## src/rtl/hazard_scoreboard_pkg.sv

```systemverilog
// Shared types and encodings for the E/M/WB hazard scoreboard.
// Stage indices match bit positions of the stall/flush vectors.
package hazard_scoreboard_pkg;

    localparam int STG_F  = 0;
    localparam int STG_D  = 1;
    localparam int STG_E  = 2;
    localparam int STG_M  = 3;
    localparam int STG_WB = 4;

    localparam logic [1:0] FWD_RF = 2'd0;
    localparam logic [1:0] FWD_M  = 2'd1;
    localparam logic [1:0] FWD_WB = 2'd2;

    // Entries carry the widest supported register address; narrower
    // REG_ADDR_W values are zero-extended on the way in.
    localparam int SB_RD_W = 8;

    typedef struct packed {
        logic               valid;
        logic [SB_RD_W-1:0] rd;
        logic               we;
        logic               is_load;
    } sb_entry_t;

    localparam sb_entry_t SB_EMPTY = '0;

endpackage

```

## src/rtl/hazard_scoreboard_if.sv

```systemverilog
// Decode-side request fields and hazard-control results between
// control_logic (master) and the hazard scoreboard (slave).
interface hazard_scoreboard_if #(
    parameter int REG_ADDR_W = 5,
    parameter int N_SRC      = 3,
    parameter int CNT_W      = 16
);
    logic                        d_valid;
    logic [N_SRC*REG_ADDR_W-1:0] d_rs;
    logic [N_SRC-1:0]            d_rs_used;
    logic [REG_ADDR_W-1:0]       d_rd;
    logic                        d_reg_we;
    logic                        d_is_load;
    logic                        redirect;
    logic                        mem_req;
    logic                        mem_ready;
    logic [4:0]                  stall;
    logic [4:0]                  flush;
    logic [N_SRC*2-1:0]          fwd_sel;
    logic [CNT_W-1:0]            stall_cycles;

    modport master (
        output d_valid, d_rs, d_rs_used, d_rd, d_reg_we, d_is_load,
               redirect, mem_req, mem_ready,
        input  stall, flush, fwd_sel, stall_cycles
    );

    modport slave (
        input  d_valid, d_rs, d_rs_used, d_rd, d_reg_we, d_is_load,
               redirect, mem_req, mem_ready,
        output stall, flush, fwd_sel, stall_cycles
    );
endinterface

```

## src/rtl/hazard_scoreboard_match.sv

```systemverilog
// Compares one decode source operand against the three in-flight
// scoreboard entries; x0 and unused operands never hit.
module hazard_match
    import hazard_scoreboard_pkg::*;
#(
    parameter int REG_ADDR_W = 5
) (
    input  logic [REG_ADDR_W-1:0] rs,
    input  logic                  used,
    input  sb_entry_t             sb_e,
    input  sb_entry_t             sb_m,
    input  sb_entry_t             sb_wb,
    output logic                  hit_e,
    output logic                  hit_e_load,
    output logic                  hit_m,
    output logic                  hit_wb
);
    logic [SB_RD_W-1:0] rs_ext;
    logic               rs_live;
    logic               unused_load_bits;

    assign rs_ext  = SB_RD_W'(rs);
    assign rs_live = used && (rs != '0);

    assign hit_e      = rs_live && sb_e.valid  && sb_e.we  && (sb_e.rd  == rs_ext);
    assign hit_m      = rs_live && sb_m.valid  && sb_m.we  && (sb_m.rd  == rs_ext);
    assign hit_wb     = rs_live && sb_wb.valid && sb_wb.we && (sb_wb.rd == rs_ext);
    assign hit_e_load = hit_e && sb_e.is_load;

    // Only a load still in E has a result that cannot be forwarded yet.
    assign unused_load_bits = sb_m.is_load | sb_wb.is_load;

endmodule

```

## src/rtl/hazard_scoreboard.sv

```systemverilog
// Pipeline hazard unit: tracks writers in E/M/WB and produces per-stage
// stall/flush, registered forwarding selects and a stall-cycle counter.
module hazard_scoreboard
    import hazard_scoreboard_pkg::*;
#(
    parameter int REG_ADDR_W = 5,
    parameter int N_SRC      = 3,
    parameter int LOAD_LAT   = 1,
    parameter int FWD_EN     = 1,
    parameter int CNT_W      = 16
) (
    input  logic                 clk,
    input  logic                 reset,
    hazard_scoreboard_if.slave   hz
);
    sb_entry_t          sb_e_reg, sb_m_reg, sb_wb_reg;
    sb_entry_t          d_entry;
    logic [1:0]         lu_cnt_reg, lu_cnt_next;
    logic [N_SRC*2-1:0] fwd_sel_reg, fwd_sel_next;
    logic [CNT_W-1:0]   stall_cycles_reg;
    logic [N_SRC-1:0]   hit_e, hit_e_load, hit_m, hit_wb;
    logic [4:0]         stall_vec, flush_vec;
    logic               mem_wait, load_hit, data_stall;
    logic               unused_wb_hits;

    genvar gi;
    generate
        for (gi = 0; gi < N_SRC; gi++) begin : g_src
            hazard_match #(.REG_ADDR_W(REG_ADDR_W)) u_match (
                .rs         (hz.d_rs[gi*REG_ADDR_W +: REG_ADDR_W]),
                .used       (hz.d_rs_used[gi]),
                .sb_e       (sb_e_reg),
                .sb_m       (sb_m_reg),
                .sb_wb      (sb_wb_reg),
                .hit_e      (hit_e[gi]),
                .hit_e_load (hit_e_load[gi]),
                .hit_m      (hit_m[gi]),
                .hit_wb     (hit_wb[gi])
            );

            // Youngest producer wins when both E and M hold the register.
            assign fwd_sel_next[gi*2 +: 2] = (FWD_EN == 0) ? FWD_RF :
                                             hit_e[gi]     ? FWD_M  :
                                             hit_m[gi]     ? FWD_WB : FWD_RF;
        end
    endgenerate

    // A WB producer needs no forward: the regfile is write-through.
    assign unused_wb_hits = |hit_wb;

    assign mem_wait = hz.mem_req & ~hz.mem_ready;
    assign load_hit = |hit_e_load;

    always_comb begin
        data_stall = 1'b0;
        if (FWD_EN != 0) begin
            data_stall = load_hit || (lu_cnt_reg != 2'd0);
        end else begin
            data_stall = |(hit_e | hit_m);
        end
    end

    always_comb begin
        stall_vec = '0;
        flush_vec = '0;
        if (!reset) begin
            flush_vec = 5'b11111;
        end else if (mem_wait) begin
            stall_vec         = 5'b11110;
            flush_vec[STG_WB] = 1'b1;
        end else if (hz.redirect) begin
            flush_vec[STG_F] = 1'b1;
            flush_vec[STG_D] = 1'b1;
            flush_vec[STG_E] = 1'b1;
        end else if (data_stall) begin
            stall_vec[STG_F] = 1'b1;
            stall_vec[STG_D] = 1'b1;
            flush_vec[STG_E] = 1'b1;
        end
    end

    // The first detection already stalls one cycle, so load LOAD_LAT-1.
    always_comb begin
        lu_cnt_next = lu_cnt_reg;
        if (mem_wait) begin
            lu_cnt_next = lu_cnt_reg;
        end else if (hz.redirect) begin
            lu_cnt_next = 2'd0;
        end else if (lu_cnt_reg != 2'd0) begin
            lu_cnt_next = lu_cnt_reg - 2'd1;
        end else if ((FWD_EN != 0) && load_hit) begin
            lu_cnt_next = 2'(LOAD_LAT - 1);
        end
    end

    always_comb begin
        d_entry         = SB_EMPTY;
        d_entry.valid   = hz.d_valid & hz.d_reg_we;
        d_entry.rd      = SB_RD_W'(hz.d_rd);
        d_entry.we      = hz.d_reg_we & (hz.d_rd != '0);
        d_entry.is_load = hz.d_is_load;
    end

    always_ff @(posedge clk) begin
        if (!reset) begin
            sb_e_reg         <= SB_EMPTY;
            sb_m_reg         <= SB_EMPTY;
            sb_wb_reg        <= SB_EMPTY;
            lu_cnt_reg       <= 2'd0;
            fwd_sel_reg      <= '0;
            stall_cycles_reg <= '0;
        end else begin
            lu_cnt_reg <= lu_cnt_next;
            if (stall_vec[STG_D] && !(&stall_cycles_reg)) begin
                stall_cycles_reg <= stall_cycles_reg + CNT_W'(1);
            end
            if (stall_vec[STG_E]) begin
                sb_wb_reg <= SB_EMPTY;
            end else begin
                sb_wb_reg   <= sb_m_reg;
                sb_m_reg    <= sb_e_reg;
                sb_e_reg    <= (stall_vec[STG_D] || flush_vec[STG_D]) ? SB_EMPTY : d_entry;
                fwd_sel_reg <= flush_vec[STG_E] ? '0 : fwd_sel_next;
            end
        end
    end

    assign hz.stall        = stall_vec;
    assign hz.flush        = flush_vec;
    assign hz.fwd_sel      = fwd_sel_reg;
    assign hz.stall_cycles = stall_cycles_reg;

endmodule
```

## src/flat_wrapper.sv

```systemverilog
// flat-port wrapper written by rule: the top's interface ports become plain ports
module hazard_scoreboard_flat import hazard_scoreboard_pkg::*;
#(
    parameter int REG_ADDR_W = 5,
    parameter int N_SRC      = 3,
    parameter int LOAD_LAT   = 1,
    parameter int FWD_EN     = 1,
    parameter int CNT_W      = 16
)
  (clk, reset, hz_d_valid, hz_d_rs, hz_d_rs_used, hz_d_rd, hz_d_reg_we, hz_d_is_load, hz_redirect, hz_mem_req, hz_mem_ready, hz_stall, hz_flush, hz_fwd_sel, hz_stall_cycles);
  hazard_scoreboard_if #(.REG_ADDR_W(REG_ADDR_W), .N_SRC(N_SRC), .CNT_W(CNT_W)) hz_i ();
  input  logic clk;
  input  logic reset;
  input wire logic [$bits(hz_i.d_valid)-1:0] hz_d_valid;
  input wire logic [$bits(hz_i.d_rs)-1:0] hz_d_rs;
  input wire logic [$bits(hz_i.d_rs_used)-1:0] hz_d_rs_used;
  input wire logic [$bits(hz_i.d_rd)-1:0] hz_d_rd;
  input wire logic [$bits(hz_i.d_reg_we)-1:0] hz_d_reg_we;
  input wire logic [$bits(hz_i.d_is_load)-1:0] hz_d_is_load;
  input wire logic [$bits(hz_i.redirect)-1:0] hz_redirect;
  input wire logic [$bits(hz_i.mem_req)-1:0] hz_mem_req;
  input wire logic [$bits(hz_i.mem_ready)-1:0] hz_mem_ready;
  output wire logic [$bits(hz_i.stall)-1:0] hz_stall;
  output wire logic [$bits(hz_i.flush)-1:0] hz_flush;
  output wire logic [$bits(hz_i.fwd_sel)-1:0] hz_fwd_sel;
  output wire logic [$bits(hz_i.stall_cycles)-1:0] hz_stall_cycles;
  assign hz_i.d_valid = hz_d_valid;
  assign hz_i.d_rs = hz_d_rs;
  assign hz_i.d_rs_used = hz_d_rs_used;
  assign hz_i.d_rd = hz_d_rd;
  assign hz_i.d_reg_we = hz_d_reg_we;
  assign hz_i.d_is_load = hz_d_is_load;
  assign hz_i.redirect = hz_redirect;
  assign hz_i.mem_req = hz_mem_req;
  assign hz_i.mem_ready = hz_mem_ready;
  assign hz_stall = hz_i.stall;
  assign hz_flush = hz_i.flush;
  assign hz_fwd_sel = hz_i.fwd_sel;
  assign hz_stall_cycles = hz_i.stall_cycles;
  hazard_scoreboard #(.REG_ADDR_W(REG_ADDR_W), .N_SRC(N_SRC), .LOAD_LAT(LOAD_LAT), .FWD_EN(FWD_EN), .CNT_W(CNT_W)) u_core (.clk(clk), .reset(reset), .hz(hz_i));
endmodule
```

## config.mk

```make
export PLATFORM = sky130hd
export DESIGN_NAME = hazard_scoreboard_flat
export DESIGN_NICKNAME = d
export VERILOG_FILES = /design/src/rtl/hazard_scoreboard_pkg.sv /design/src/rtl/hazard_scoreboard_if.sv /design/src/rtl/hazard_scoreboard_match.sv /design/src/rtl/hazard_scoreboard.sv /design/src/flat_wrapper.sv
export SDC_FILE = /design/constraint.sdc
export NUM_CORES = 1
export LEC_CHECK = 0
export BUFFER_PORTS_ARGS = -buffer_cell sky130_fd_sc_hd__clkbuf_2
export CAP_MARGIN = 20
export CORE_MARGIN = 8
export CORE_UTILIZATION = 43
export CTS_CLUSTER_DIAMETER = 60
export DETAILED_ROUTE_END_ITERATION = 8
export PLACE_DENSITY_LB_ADDON = 0.3
export SKIP_LAST_GASP = 1
export SLEW_MARGIN = 10
export SYNTH_ARGS = -nofsm -noshare
export SYNTH_HDL_FRONTEND = slang
export SYNTH_HIERARCHICAL = 1
export SYNTH_SLANG_ARGS = --single-unit
```

## constraint.sdc

```tcl
create_clock -name clk -period 6 [get_ports clk]
set_input_delay 1.5 -clock clk [delete_from_list [all_inputs] [get_ports clk]]
set_output_delay 1.5 -clock clk [all_outputs]
set_load 0.05 [all_outputs]
```

==> results.md <==
* Status: complete, no violations
* CTS tree: yes
* Sink Count at 39
* CTS buffer count at 5
* Nets at 375
* Final period util at 85.0%
* CP max-delay cell: or4_1
* Grt met2 use at 26.8%
* CP Buf/Inv Count at 2
* Clock transition at path regs at 0.08 ns
* Drc violations at 0
* Starting Density at 44.3%
* Critical Path RT at 4.50 ns
* Area Growth Syn to Fin at 23.8%
* Post-synthesis instance total at 266
* Die Y at 88.3 um
* Worst-path cell chain: clkbuf_2 > or4_1 > o21ai_2 > nor4_1 > nor3_1 > nand3_1 > and3_1 > clkbuf_2
* Port buffer count at 62
* Post-Route WL at 6160 um
* Clk_skew at 0.00843 ns
* DP Wirelength at 4750 um
* Ant. Diodes at 0
* Cts-stage hold buffer count at 0
* Max Cap Violations at 0
* Row count at 26
* Gpl congestion at 0.897
* Vias post-DR at 2203
* Slew Limit Headroom at 55.8%
* DRT Pass-1 Iters at 4
* Max reg flops at 16
* Layout cells sized above 1 at 24.1%
* Met1 Use GR at 18.8%
* Initial antenna violation count at 0
* Crit path top cell by count: clkbuf_2
* Final Hold Vio Count at 0
* Drt wl/cell at 14.9 um
* Vias per cell at 5.32
* Cell Area, Synth at 2250 um^2
* Min cycle time layout at 5.10 ns
* Worst Max-Slew Pin Slew at 0.662 ns
* Final setup fails at 0
* HP Class: reg2reg
* Worst-skew pair later-pin latency at 0.29 ns
* Avg Cell Area, Syn at 8.45 um^2
* Clock Tree Buf Depth at 2
* H-tree levels at 2
* Busiest layer in global routing: met2
* Post-route ant nets at 0
* CTS root buf: clkbuf_8
* Leak at 1.10 nW
* Core area at 5070 um^2
* Die X at 88.3 um
* Top delay family on crit path: simple AND/OR/NAND/NOR gates
* Fmax at 0.196 GHz
* Max incr delay on CP at 0.53 ns
* Vias in the first global route at 2122
* Startpoint types: input pin
* Crit path DAT at 3.60 ns
* RSZ-0062 raised after global routing: false
* Total power at 567 uW
* Die area at 7800 um^2
* CTS resizes at 0
* Met3 usage at 4.74%
* Critical setup path kind: in2out
* Slew Limit Fails at 0
* Yosys warns at 6
* 1st-iter DRT viols at 114
* Sum Neg Setup Slack at 0 ns
* Worst Path Max Fanout at 7
* Pwr Density at 204 nW/um^2
* Global Route Usage Sum at 15.9%
* Top Ports at 63
* CP endpoint kind: output port
* First-pass GRT wire length at 9800 um
* # Post-CTS Setup Buffers at 0
* Largest net degree at the start of global routing at 21
* Grt ovf at 0
* VDD IR max at 115 uV
## report_power, final
| part | switching, mW | leakage [nW] | internal [mW] |
|---|---|---|---|
| registers | 0.00813 | 0.316 | 0.263 |
| logic | 0.0486 | 0.730 | 0.0297 |
| clock network | 0.0935 | 0.0581 | 0.124 |
## cells in the final DEF, fill, tap and decap left out, types with 3 or more instances in the layout
master and n:
nand3_1 16, xnor2_1 28, a22o_1 9, or4_1 4, dfxtp_1 39, or2b_1 3, or3_1 5, xor2_1 3
nand4b_1 6, nand2_1 31, nor3_1 8, a21oi_1 14, and2_1 3, o21ai_0 7, clkbuf_2 62, and4_1 4
nor2_1 12, mux2i_1 4, nand4_1 7, clkbuf_8 5, nor3b_1 7, o21ai_2 3, or2b_2 3, nor4_1 8
inv_1 5, and3_1 3, conb_1 18, o41ai_1 3
## through the flow
| stage | instances | setup WS (ns) | area (um^2) | utilization (%) | hold WS [ns] |
|---|---|---|---|---|---|
| floorplan | 283 | 1.05 | 2310 | - | 0.437 |
| global placement | 405 | 0.916 | 2670 | 52.5 | 0.440 |
| detailed placement | 406 | 0.902 | 2670 | 52.6 | 0.435 |
| finish | 414 | 0.898 | 2780 | 54.8 | 0.450 |
| global route | 414 | 0.663 | 2780 | 54.8 | 0.494 |
| CTS | 414 | 0.898 | 2780 | 54.8 | 0.455 |
## worst reg2reg max path: cells and delay by family (launching register included)
kind / cells / cell delay, ns
flip-flops: 1 / 0.53
AO/OA/AOI/OAI: 1 / 0.14
AND/OR/NAND/NOR: 6 / 1.56
XOR/XNOR: 1 / 0.17
## final cells by class
| type | instances | area [um^2] |
|---|---|---|
| Multi-Input combinational cell | 227 | 1450 |
| Clock inverter | 3 | 43.8 |
| Clock buffer | 5 | 68.8 |
| Fill cell | 506 | 2290 |
| Timing Repair Buffer | 65 | 330 |
| Sequential cell | 39 | 781 |
| Tap cell | 70 | 87.6 |
| Inverter | 5 | 18.8 |
## path summary, 6_finish.rpt
| kind | start | to | slack (ns) | depth (start not counted) |
|---|---|---|---|---|
| worst max register to register | u_core/sb_e_reg[3] | u_core/hz.stall_cycles[14] | 3.50 | 8 |
| worst max-delay path | hz_d_rs[6] | hz_stall[1] | 0.90 | 8 |
| worst min register to register | u_core/hz.fwd_sel[3] | u_core/hz.fwd_sel[3] | 0.45 | 2 |
| worst min-delay path | u_core/hz.fwd_sel[3] | u_core/hz.fwd_sel[3] | 0.45 | 2 |
## metal layers
| layer | wire length, um | up-vias |
|---|---|---|
| met3 | 527 | 6 |
| met4 | 51 | 0 |
| met2 | 2760 | 85 |
| met5 | 0 | - |
| li1 | - | 1113 |
| met1 | 2820 | 999 |
(Power assumes the default switching activity.)
